File: src/rtl/rr_arbiter_register.sv
// rr_arbiter_register
//   Round-robin arbiter that merges NUM valid/ready streams into one
//   registered valid/ready output. The output stage is a single-entry
//   register that can take a new beat on the same cycle the old one drains,
//   which allows one beat per cycle.
//
//   Optional feature: define RR_ARB_LOCK_EN to hold the grant on one
//   requester until it sends a beat with m_last=1, which arbitrates per
//   packet. Without the macro, m_last is ignored and s_last is 0.
//
// Ports
//   clk      in   clock, rising edge
//   rst      in   synchronous active-high reset
//   m_valid  in   [NUM]        per-requester valid
//   m_ready  out  [NUM]        per-requester ready, one-hot or zero
//   m_data   in   [NUM*WIDTH]  requester i at [i*WIDTH +: WIDTH]
//   m_last   in   [NUM]        per-requester end-of-packet (lock build only)
//   s_valid  out               registered output valid
//   s_ready  in                downstream ready
//   s_data   out  [WIDTH]      registered output data
//   s_id     out  [IDW]        source requester of s_data
//   s_last   out               registered last flag
//
// Lock FSM (RR_ARB_LOCK_EN)
//   state     | meaning
//   ST_IDLE   | arbitrate round-robin from ptr
//   ST_LOCKED | grant only lock_id until it sends m_last=1

module rr_arbiter_register #(
    parameter int  NUM   = 4,
    parameter int  WIDTH = 8,
    localparam int IDW   = $clog2(NUM)
) (
    input  logic                 clk,
    input  logic                 rst,
    input  logic [NUM-1:0]       m_valid,
    output logic [NUM-1:0]       m_ready,
    input  logic [NUM*WIDTH-1:0] m_data,
    input  logic [NUM-1:0]       m_last,
    output logic                 s_valid,
    input  logic                 s_ready,
    output logic [WIDTH-1:0]     s_data,
    output logic [IDW-1:0]       s_id,
    output logic                 s_last
);

    logic             load;
    logic             found;
    logic [IDW-1:0]   gnt;
    logic [IDW-1:0]   ptr;
    logic [IDW-1:0]   ptr_next;
    logic [WIDTH-1:0] sel_data;
    logic             sel_last;
    logic             adv_ptr;
    int               idx;

`ifdef RR_ARB_LOCK_EN
    localparam logic [0:0] ST_IDLE   = 1'b0;
    localparam logic [0:0] ST_LOCKED = 1'b1;

    logic [0:0]     lock_state;
    logic [IDW-1:0] lock_id;
`else
    logic unused_last;
    assign unused_last = ^m_last;
`endif

    assign load = s_ready | ~s_valid;

    always_comb begin
        found = 1'b0;
        gnt   = '0;
        idx   = 0;
`ifdef RR_ARB_LOCK_EN
        if (lock_state == ST_LOCKED) begin
            // Only the locked requester may proceed, even while it is idle.
            if (m_valid[lock_id]) begin
                found = 1'b1;
                gnt   = lock_id;
            end
        end else begin
`endif
            // Scan ptr, ptr+1, ... with wrap; first valid wins.
            for (int k = 0; k < NUM; k++) begin
                idx = int'(ptr) + k;
                if (idx >= NUM) idx = idx - NUM;
                if (!found && m_valid[idx]) begin
                    found = 1'b1;
                    gnt   = IDW'(idx);
                end
            end
`ifdef RR_ARB_LOCK_EN
        end
`endif
    end

    always_comb begin
        sel_data = m_data[int'(gnt)*WIDTH +: WIDTH];
`ifdef RR_ARB_LOCK_EN
        sel_last = m_last[gnt];
        adv_ptr  = m_last[gnt];
`else
        sel_last = 1'b0;
        adv_ptr  = 1'b1;
`endif
        ptr_next = (gnt == IDW'(NUM - 1)) ? '0 : gnt + 1'b1;
    end

    // Ready is held low during reset so no beat is consumed and then lost.
    always_comb begin
        m_ready = '0;
        for (int i = 0; i < NUM; i++) begin
            m_ready[i] = ~rst & load & found & (gnt == IDW'(i));
        end
    end

    always_ff @(posedge clk) begin
        if (rst) begin
            s_valid <= 1'b0;
            s_data  <= '0;
            s_id    <= '0;
            ptr     <= '0;
        end else if (load) begin
            if (found) begin
                s_valid <= 1'b1;
                s_data  <= sel_data;
                s_id    <= gnt;
                if (adv_ptr) ptr <= ptr_next;
            end else begin
                s_valid <= 1'b0;
            end
        end
    end

`ifdef RR_ARB_LOCK_EN
    always_ff @(posedge clk) begin
        if (rst) begin
            lock_state <= ST_IDLE;
            lock_id    <= '0;
            s_last     <= 1'b0;
        end else if (load && found) begin
            s_last <= sel_last;
            case (lock_state)
                ST_IDLE: begin
                    if (!sel_last) begin
                        lock_state <= ST_LOCKED;
                        lock_id    <= gnt;
                    end
                end
                default: begin
                    if (sel_last) lock_state <= ST_IDLE;
                end
            endcase
        end
    end
`else
    assign s_last = 1'b0;
`endif

endmodule

File: config.mk
export PLATFORM = sky130hd
export DESIGN_NAME = rr_arbiter_register
export DESIGN_NICKNAME = d
export VERILOG_FILES = /design/src/rtl/rr_arbiter_register.sv
export SDC_FILE = /design/constraint.sdc
export NUM_CORES = 1
export LEC_CHECK = 0
export CAP_MARGIN = 20
export CORE_ASPECT_RATIO = 0.7
export CORE_MARGIN = 4
export CORE_UTILIZATION = 35
export DETAILED_ROUTE_END_ITERATION = 6
export PLACE_DENSITY = 0.87
export SYNTH_ARGS = -nofsm -noshare
export SYNTH_HDL_FRONTEND = slang
export SYNTH_SLANG_ARGS = --single-unit
File: constraint.sdc
create_clock -name clk -period 2.1 [get_ports clk]
set_clock_uncertainty 0.15 [all_clocks]
set_input_delay 0.42 -clock clk [delete_from_list [all_inputs] [get_ports clk]]
set_output_delay 0.42 -clock clk [all_outputs]
set_load 0.1 [all_outputs]
# --- Word level (Yosys, flattened, before mapping) ---
# Cells that the tools add are included.
word_totals:
  word_cells: 67
  regBits: 13
  inputBits: 43
op_classes:
  reduce_logical: 8
  mux: 26
  n_eq_ne: 3
  n_shift: 1
  bitwise: 9
  n_lt_le_gt_ge: 8
  add_sub_neg: 8
ops:
  columns: ["op", "n"]
  rows:
  - ["$lt 32x4->1 const B", 4]
  - ["$mux 32", 4]
  - ["$shiftx 32x6->8", 1]
  - ["$mux 1", 13]
  - ["$sub 3x3->4 const B", 3]
  - ["$mux 2", 5]
  - ["$ge 3x3->1 const B", 3]
  - ["$bmux 1 s2", 4]
  - ["$add 2x2->3 const B", 2]
  - ["$and 1x1->1", 6]
  - ["$eq 2x2->1 const B", 2]
  - ["$sub 2x3->4 const B", 1]
  - ["$add 2x1->3 const B", 1]
  - ["$ge 2x3->1 const B", 1]
  - ["$logic_and 1x1->1", 3]
  - ["$logic_not 1->1", 3]
  - ["$add 2x1->2 const B", 1]
  - ["$eq 2x1->1 const B", 1]
  - ["$logic_not 2->1", 1]
  - ["$not 1->1", 2]
  - ["$reduce_and 2->1", 1]
  - ["$or 1x1->1", 1]

# --- Longest topological paths before layout ---
# Gate-level depths: netlist of the first run.
logic_depth:
  depth_word: 17
  depth_mapped: 6
  ltp_nobuf: 5

# --- Worst setup path before layout of the first run ---
# OpenSTA, ideal clock, no wires.
synth_path:
  path_type: "reg-to-output"
  from: "register s_valid"
  to: "output m_ready[1]"
  setup_slack_ns: -1.228
  path_stages_with_launch: 4
  arrival_ns: 2.758
  n_path_buf: 0
  cell_sequence: "dfxtp_1 a211o_1 or4_1 nor2_1"
synth_between:
  elab_chain_cells: 5
synth_rtl:
  columns: ["element", "line", "text"]
  rows:
  - ["start: declaration", "40", "output logic s_valid,"]
  - ["start signal: assignment", "119", "s_valid <= 1'b0;"]
  - ["start signal: assignment", "125", "s_valid <= 1'b1;"]
  - ["start signal: assignment", "130", "s_valid <= 1'b0;"]
  - ["$not 1->1", "68", "assign load = s_ready | ~s_valid;"]
  - ["$or 1x1->1", "68", null]
  - ["$and 1x1->1 (3 in series)", "113", "m_ready[i] = ~rst & load & found & (gnt == IDW'(i));"]
  - ["end: declaration", "37", "output logic [NUM-1:0] m_ready,"]
# Every way passes these cells.

# --- Final worst setup path of the first run ---
layout_path:
  from: "input s_ready"
  to: "output m_ready[3]"
layout_between:
  elab_chain_cells: 4
layout_rtl:
  columns: ["element", "line", "text"]
  rows:
  - ["start: declaration", "41", "input logic s_ready,"]
  - ["$or 1x1->1", "68", null]
  - ["$and 1x1->1 (3 in series)", "113", null]
# Every way passes these cells.

==> reports/results.tsv, run 1 <==
metric	value	unit
status	complete, but fails checks	
failing checks	negative setup slack	
Ys Warns	0	
CP Launch Type	input port	
Max clock buf depth	2	
syn_nets	146	
share of the synthesized area in the top cell type	30.41	%
total track usage	20.51	%
Post-Route WL	3235	um
Req. time, crit path	1530	ps
Yosys cell types	30	
Worst Path Max Fanout	2	
crit path capture type	primary output	
Die H	49.37	um
H-Tree Depth	1	
Max Cap Viol	0	
drt drc	0	
Worst-Skew Late Latency	280	ps
Async SR Flop Fraction	0	%
Die Footprint	3313	sq um
area grow syn2layout	97.37	%
crit path kind	input port to primary output	
EDFF count, synth	0	
total CTS buffers	3	
initial core utilization	38.17	%
largest net degree at the start of global routing	17	
Post-DRT Antenna Nets	0	
clk root buf	clkbuf_4	
PortBufs	53	
vias post-DR	1108	
setup TNS	-744.9	ps
die width	67.10	um
NumNets Final	226	
first drt pass iteration count	4	
initial antenna violation count	0	
Hold Slack	336.3	ps
reg-to-reg slack, setup	160	ps
RePlAce Congestion	0.7705	
leakage power	0.7447	nW
Mean Syn Cell Area	8.309	sq um
Reg clk slew, reported paths	80	ps
Max Slew Vio Count	0	
ANT cells	0	
Synth Flop Type	dfxtp_1	
period utilisation layout	111.5	%
total grt overflow	0	
first-pass GRT wire length	5175	um
Initial DRC Count	17	
core area	2242	sq um
Synth Register Bits	13	
Synth area leaders	dfxtp_1, mux2i_1, a21boi_0, o211ai_1, and3_1	
synthesized area	855.8	sq um
num rows	14	
Final Critical Period	2342	ps
final hold violations	0	
worst hold path type	flip-flop to flip-flop	
vias in the first global route	1133	
placed cells	203	
Pwr Density	724.3	nW/um^2
CTS tree	done	
num ports	59	
# clock sinks	13	
Final Non-Filler Cells	214	
vias per inst	5.178	
worst ir drop on vdd	0.0005287	V
Final Util	75.33	%
DPL Wire Length	2562	um
fraction of layout cells with a size suffix above 1	38.46	%
RSZ-0062 raised after global routing	yes	
FMAX	427.0	MHz
DP Worst Slack	-652.0	ps
dominant cell type by area after synthesis	dfxtp_1	
Cells after Synth	103	
final setup fails	4	
Crit path arrival time	1770	ps
setup ws final	-241.8	ps
post-synthesis sequential area ratio	30.41	%
Wirelength per Cell	15.12	um
-- critical path, stage by stage --
cell and delay (ps):
dlygate4sd2_1 200, inv_2 40, a211o_1 270, or4_4 530, nor2_4 120, buf_12 180
-- sequential cells by signal, indices dropped and copies added, names as in the netlist --
signal and count:
ptr 2, s_data 8, s_id 2, s_valid 1
-- what timing repair did --
action,4_1_cts,5_1_grt
endpoints found under the setup margin,12,4
pin swaps,8,3
resized for setup,24,1
setup buffers,7,1
hold buffers,0,0
-- synth_stat cells, drive strengths merged, types with 2 or more instances --
library cell and n:
a211o 2, a211oi 2, a21boi 8, a21oi 2, and3 8, buf 3
clkbuf 2, dfxtp 13, mux2i 10, nand2 11, nor2 10, nor2b 4
nor4 2, o211ai 8, o21ai 8
-- final timing paths --
check | to | cells past startpoint | from
max | m_ready[3] | 6 | s_ready
min | s_data[1]$_SDFFE_PP0P_ | 2 | s_data[1]$_SDFFE_PP0P_
max reg2reg | ptr[1]$_SDFFE_PP0P_ | 8 | ptr[0]$_SDFFE_PP0P_
min reg2reg | s_data[1]$_SDFFE_PP0P_ | 2 | s_data[1]$_SDFFE_PP0P_
-- per-stage QoR --
stage | total power, mW | area (sq um)
after floorplan | 0.8063 | 929.6
after global placement | 1.032 | 1623
after detailed placement | 1.050 | 1623
after CTS | 1.229 | 1692
after global routing | 1.281 | 1689
final | 1.223 | 1689
-- report_power, final --
| group | switching (mW) | internal, mW | total (mW) |
|---|---|---|---|
| Sequential | 0.0273 | 0.286 | 0.313 |
| Combinational | 0.469 | 0.286 | 0.755 |
| Clock | 0.0840 | 0.0706 | 0.155 |
| Total | 0.580 | 0.643 | 1.22 |
-- placed cells by master (no fill, tap or decap), types with 2 or more instances in the layout --
| cell | Yosys | final |
|---|---|---|
| nor2b_4 | 0 | 3 |
| nor2_1 | 10 | 6 |
| clkdlybuf4s50_1 | 0 | 32 |
| nor4_2 | 2 | 2 |
| o211ai_1 | 8 | 8 |
| a211o_1 | 2 | 2 |
| mux2i_1 | 10 | 10 |
| clkbuf_4 | 0 | 3 |
| and3_1 | 8 | 8 |
| a211oi_1 | 2 | 2 |
| o21ai_0 | 7 | 7 |
| nand2_1 | 11 | 11 |
| dfxtp_4 | 0 | 2 |
| buf_2 | 1 | 4 |
| a21boi_0 | 8 | 8 |
| buf_12 | 0 | 4 |
| dfxtp_1 | 13 | 10 |
| nor2_4 | 0 | 4 |
| buf_4 | 1 | 38 |
-- layout make-up --
type | count | area, sq um
Tap cell | 32 | 40.04
Clock inverter | 1 | 5.005
Fill cell | 164 | 553.0
Clock buffer | 3 | 22.52
Sequential cell | 13 | 269.0
Inverter | 1 | 3.754
Timing Repair Buffer | 80 | 724.4
Multi-Input combinational cell | 84 | 624.3
-- cell families after synthesis --
family	count (synthesis)	synth area share [%]
mux	10	11.70
xor+xnor	1	1.024
flops	13	30.41
buf+inv	6	4.238
simple gates	39	24.71
other cells	1	0.4382
compound gates	33	27.48
-- routing by layer --
layer	vias up	routed length [um]	GRT usage, %	share of wire, %
met5	-	0	0	0
met4	0	97	7.744	3.0
met3	10	119	4.839	3.7
met2	38	1764	38.50	55
met1	526	1253	21.49	39
li1	534	-	-	-
No activity file was read; power rests on OpenSTA's default activity.
==> run 2: changes to the inputs <==
==> constraint.sdc (replaced) <==
create_clock -name clk -period 2.1 [get_ports clk]
set_clock_uncertainty 0.15 [all_clocks]
set_input_delay 0.21 -clock clk [delete_from_list [all_inputs] [get_ports clk]]
set_output_delay 0.21 -clock clk [all_outputs]
set_load 0.1 [all_outputs]
==> reports/results.tsv, run 2 (same netlist as run 1, synthesis figures left out) <==
metric	value	unit
initial core utilization	38.17	%
Crit path arrival time	1790	ps
total CTS buffers	3	
final hold violations	0	
CTS tree	done	
num ports	59	
RePlAce Congestion	0.8046	
num rows	14	
Reg clk slew, reported paths	80	ps
Die H	49.37	um
largest net degree at the start of global routing	17	
Post-Route WL	3372	um
met2 wire length	1622	um
Regs by FF count	s_data (8), ptr (2), s_id (2)	
critical path, cell by cell	o21ba_4 -> or4_4 -> nor2_4 -> buf_12	
Max Cap Viol	0	
crit path capture type	primary output	
RSZ-0062 raised after global routing	yes	
commonest cells after routing, fill and taps aside	buf_4, clkdlybuf4s50_1, dfxtp_1	
vias per inst	5.200	
PortBufs	53	
drt drc	0	
area grow syn2layout	96.64	%
DPL Wire Length	2576	um
Req. time, crit path	1740	ps
Final Critical Period	2150	ps
Met3 Wirelength	227	um
Worst Path Max Fanout	5	
Max clock buf depth	2	
Placement Cell Area	1564	sq um
cts hold-fix bufs	0	
worst ir drop on vdd	0.0002919	V
ANT cells	0	
period utilisation layout	102.4	%
total grt overflow	0	
# clock sinks	13	
total track usage	19.98	%
total power	1.219	mW
core area	2242	sq um
Pwr Density	724.2	nW/um^2
Die Footprint	3313	sq um
setup ws final	-50.19	ps
critical path's largest stage delay	550	ps
most common cell after layout, fill and taps aside	buf_4	
Met1 Routed Length	1467	um
initial antenna violation count	0	
flip-flop count of the largest register after layout	8	
post-route cell area	1683	sq um
Post-DRT Antenna Nets	0	
cell family with most CP delay	simple AND/OR/NAND/NOR gates	
Worst-Skew Late Latency	280	ps
NumNets Final	222	
clk root buf	clkbuf_4	
crit path kind	flip-flop to primary output	
first drt pass iteration count	4	
Max Slew Vio Count	0	
leakage power	0.7276	nW
Most flops, register	s_data	
DR top layer	met4	
status	complete, but fails checks	
CP Launch Type	flip-flop	
die width	67.10	um
H-Tree Depth	1	
Initial DRC Count	67	
Wirelength per Cell	16.06	um
vias post-DR	1092	
Critical-path top delay cell	or4_4	
vias in the first global route	1113	
FMAX	465.1	MHz
worst hold path type	input port to flip-flop	
final setup fails	2	
failing checks	negative setup slack	
CP bufs+invs	1	
first-pass GRT wire length	4988	um
fraction of layout cells with a size suffix above 1	34.27	%
run 2: power breakdown:
part	internal [mW]	switching, mW
clock	0.0707	0.0878
combinational	0.274	0.473
sequential	0.285	0.0277
total	0.630	0.589
run 2: routing by layer:
layer / track usage [%] / up-vias
met5: 0 / -
met3: 3.456 / 6
met2: 32.79 / 47
met4: 8.418 / 0
li1: - / 525
met1: 25.35 / 514
run 2: timing repair:
item | in CTS | in global routing
gates cloned | 0 | 0
pin swaps | 5 | 3
setup buffers | 5 | 2
gates resized for setup | 8 | 9
setup endpoints to repair | 4 | 7
run 2: layout make-up:
class | instances | area, sq um
clock buffer | 3 | 22.52
clock inverter | 1 | 5.005
fill | 169 | 559.3
inverter | 1 | 3.754
multi-input combinational | 84 | 634.4
sequential | 13 | 267.8
tap | 32 | 40.04
timing repair buffer | 76 | 709.4
run 2: worst reg2reg max path, stage by stage (launching register included):
cell and delay, ps:
dfxtp_4 380, nor2b_2 50, buf_4 130, a211o_1 300
and2_4 210, buf_4 190, xnor2_1 160, a211oi_1 260
run 2: path summary, 6_finish.rpt:
check	start	to	slack, ps	depth (start not counted)
setup reg to reg	ptr[0]$_SDFFE_PP0P_	ptr[1]$_SDFFE_PP0P_	170	7
setup / recovery	ptr[1]$_SDFFE_PP0P_	m_ready[3]	-50	4
hold reg to reg	s_id[1]$_SDFFE_PP0P_	s_id[1]$_SDFFE_PP0P_	350	2
hold / removal	s_ready	s_valid$_SDFFE_PP0N_	340	5
run 2: per-stage QoR:
stage / setup slack (ps) / TNS (ps) / cells / utilization [%] / hold slack, ps
2_1_floorplan: 13.11 / 0 / 103 / - / 119.4
3_3_place_gp: -160.1 / -1329 / 199 / 69.75 / 320.0
3_5_place_dp: -236.2 / -2322 / 199 / 69.75 / 329.5
4_1_cts: -58.84 / -83.62 / 208 / 72.54 / 315.3
5_1_grt: -83.35 / -191.3 / 210 / 75.06 / 322.2
6_report: -50.19 / -89.30 / 210 / 75.06 / 343.2
==> run 3: changes to the inputs <==
--- a/config.mk
+++ b/config.mk
@@ -9,6 +9,7 @@
 export CORE_ASPECT_RATIO = 0.7
 export CORE_MARGIN = 4
 export CORE_UTILIZATION = 35
+export CTS_CLUSTER_SIZE = 40
 export DETAILED_ROUTE_END_ITERATION = 6
 export PLACE_DENSITY = 0.87
 export SYNTH_ARGS = -nofsm -noshare
==> results of run 3 <==
Same layout as run 2: the final DEF is identical, and so are final timing and power.
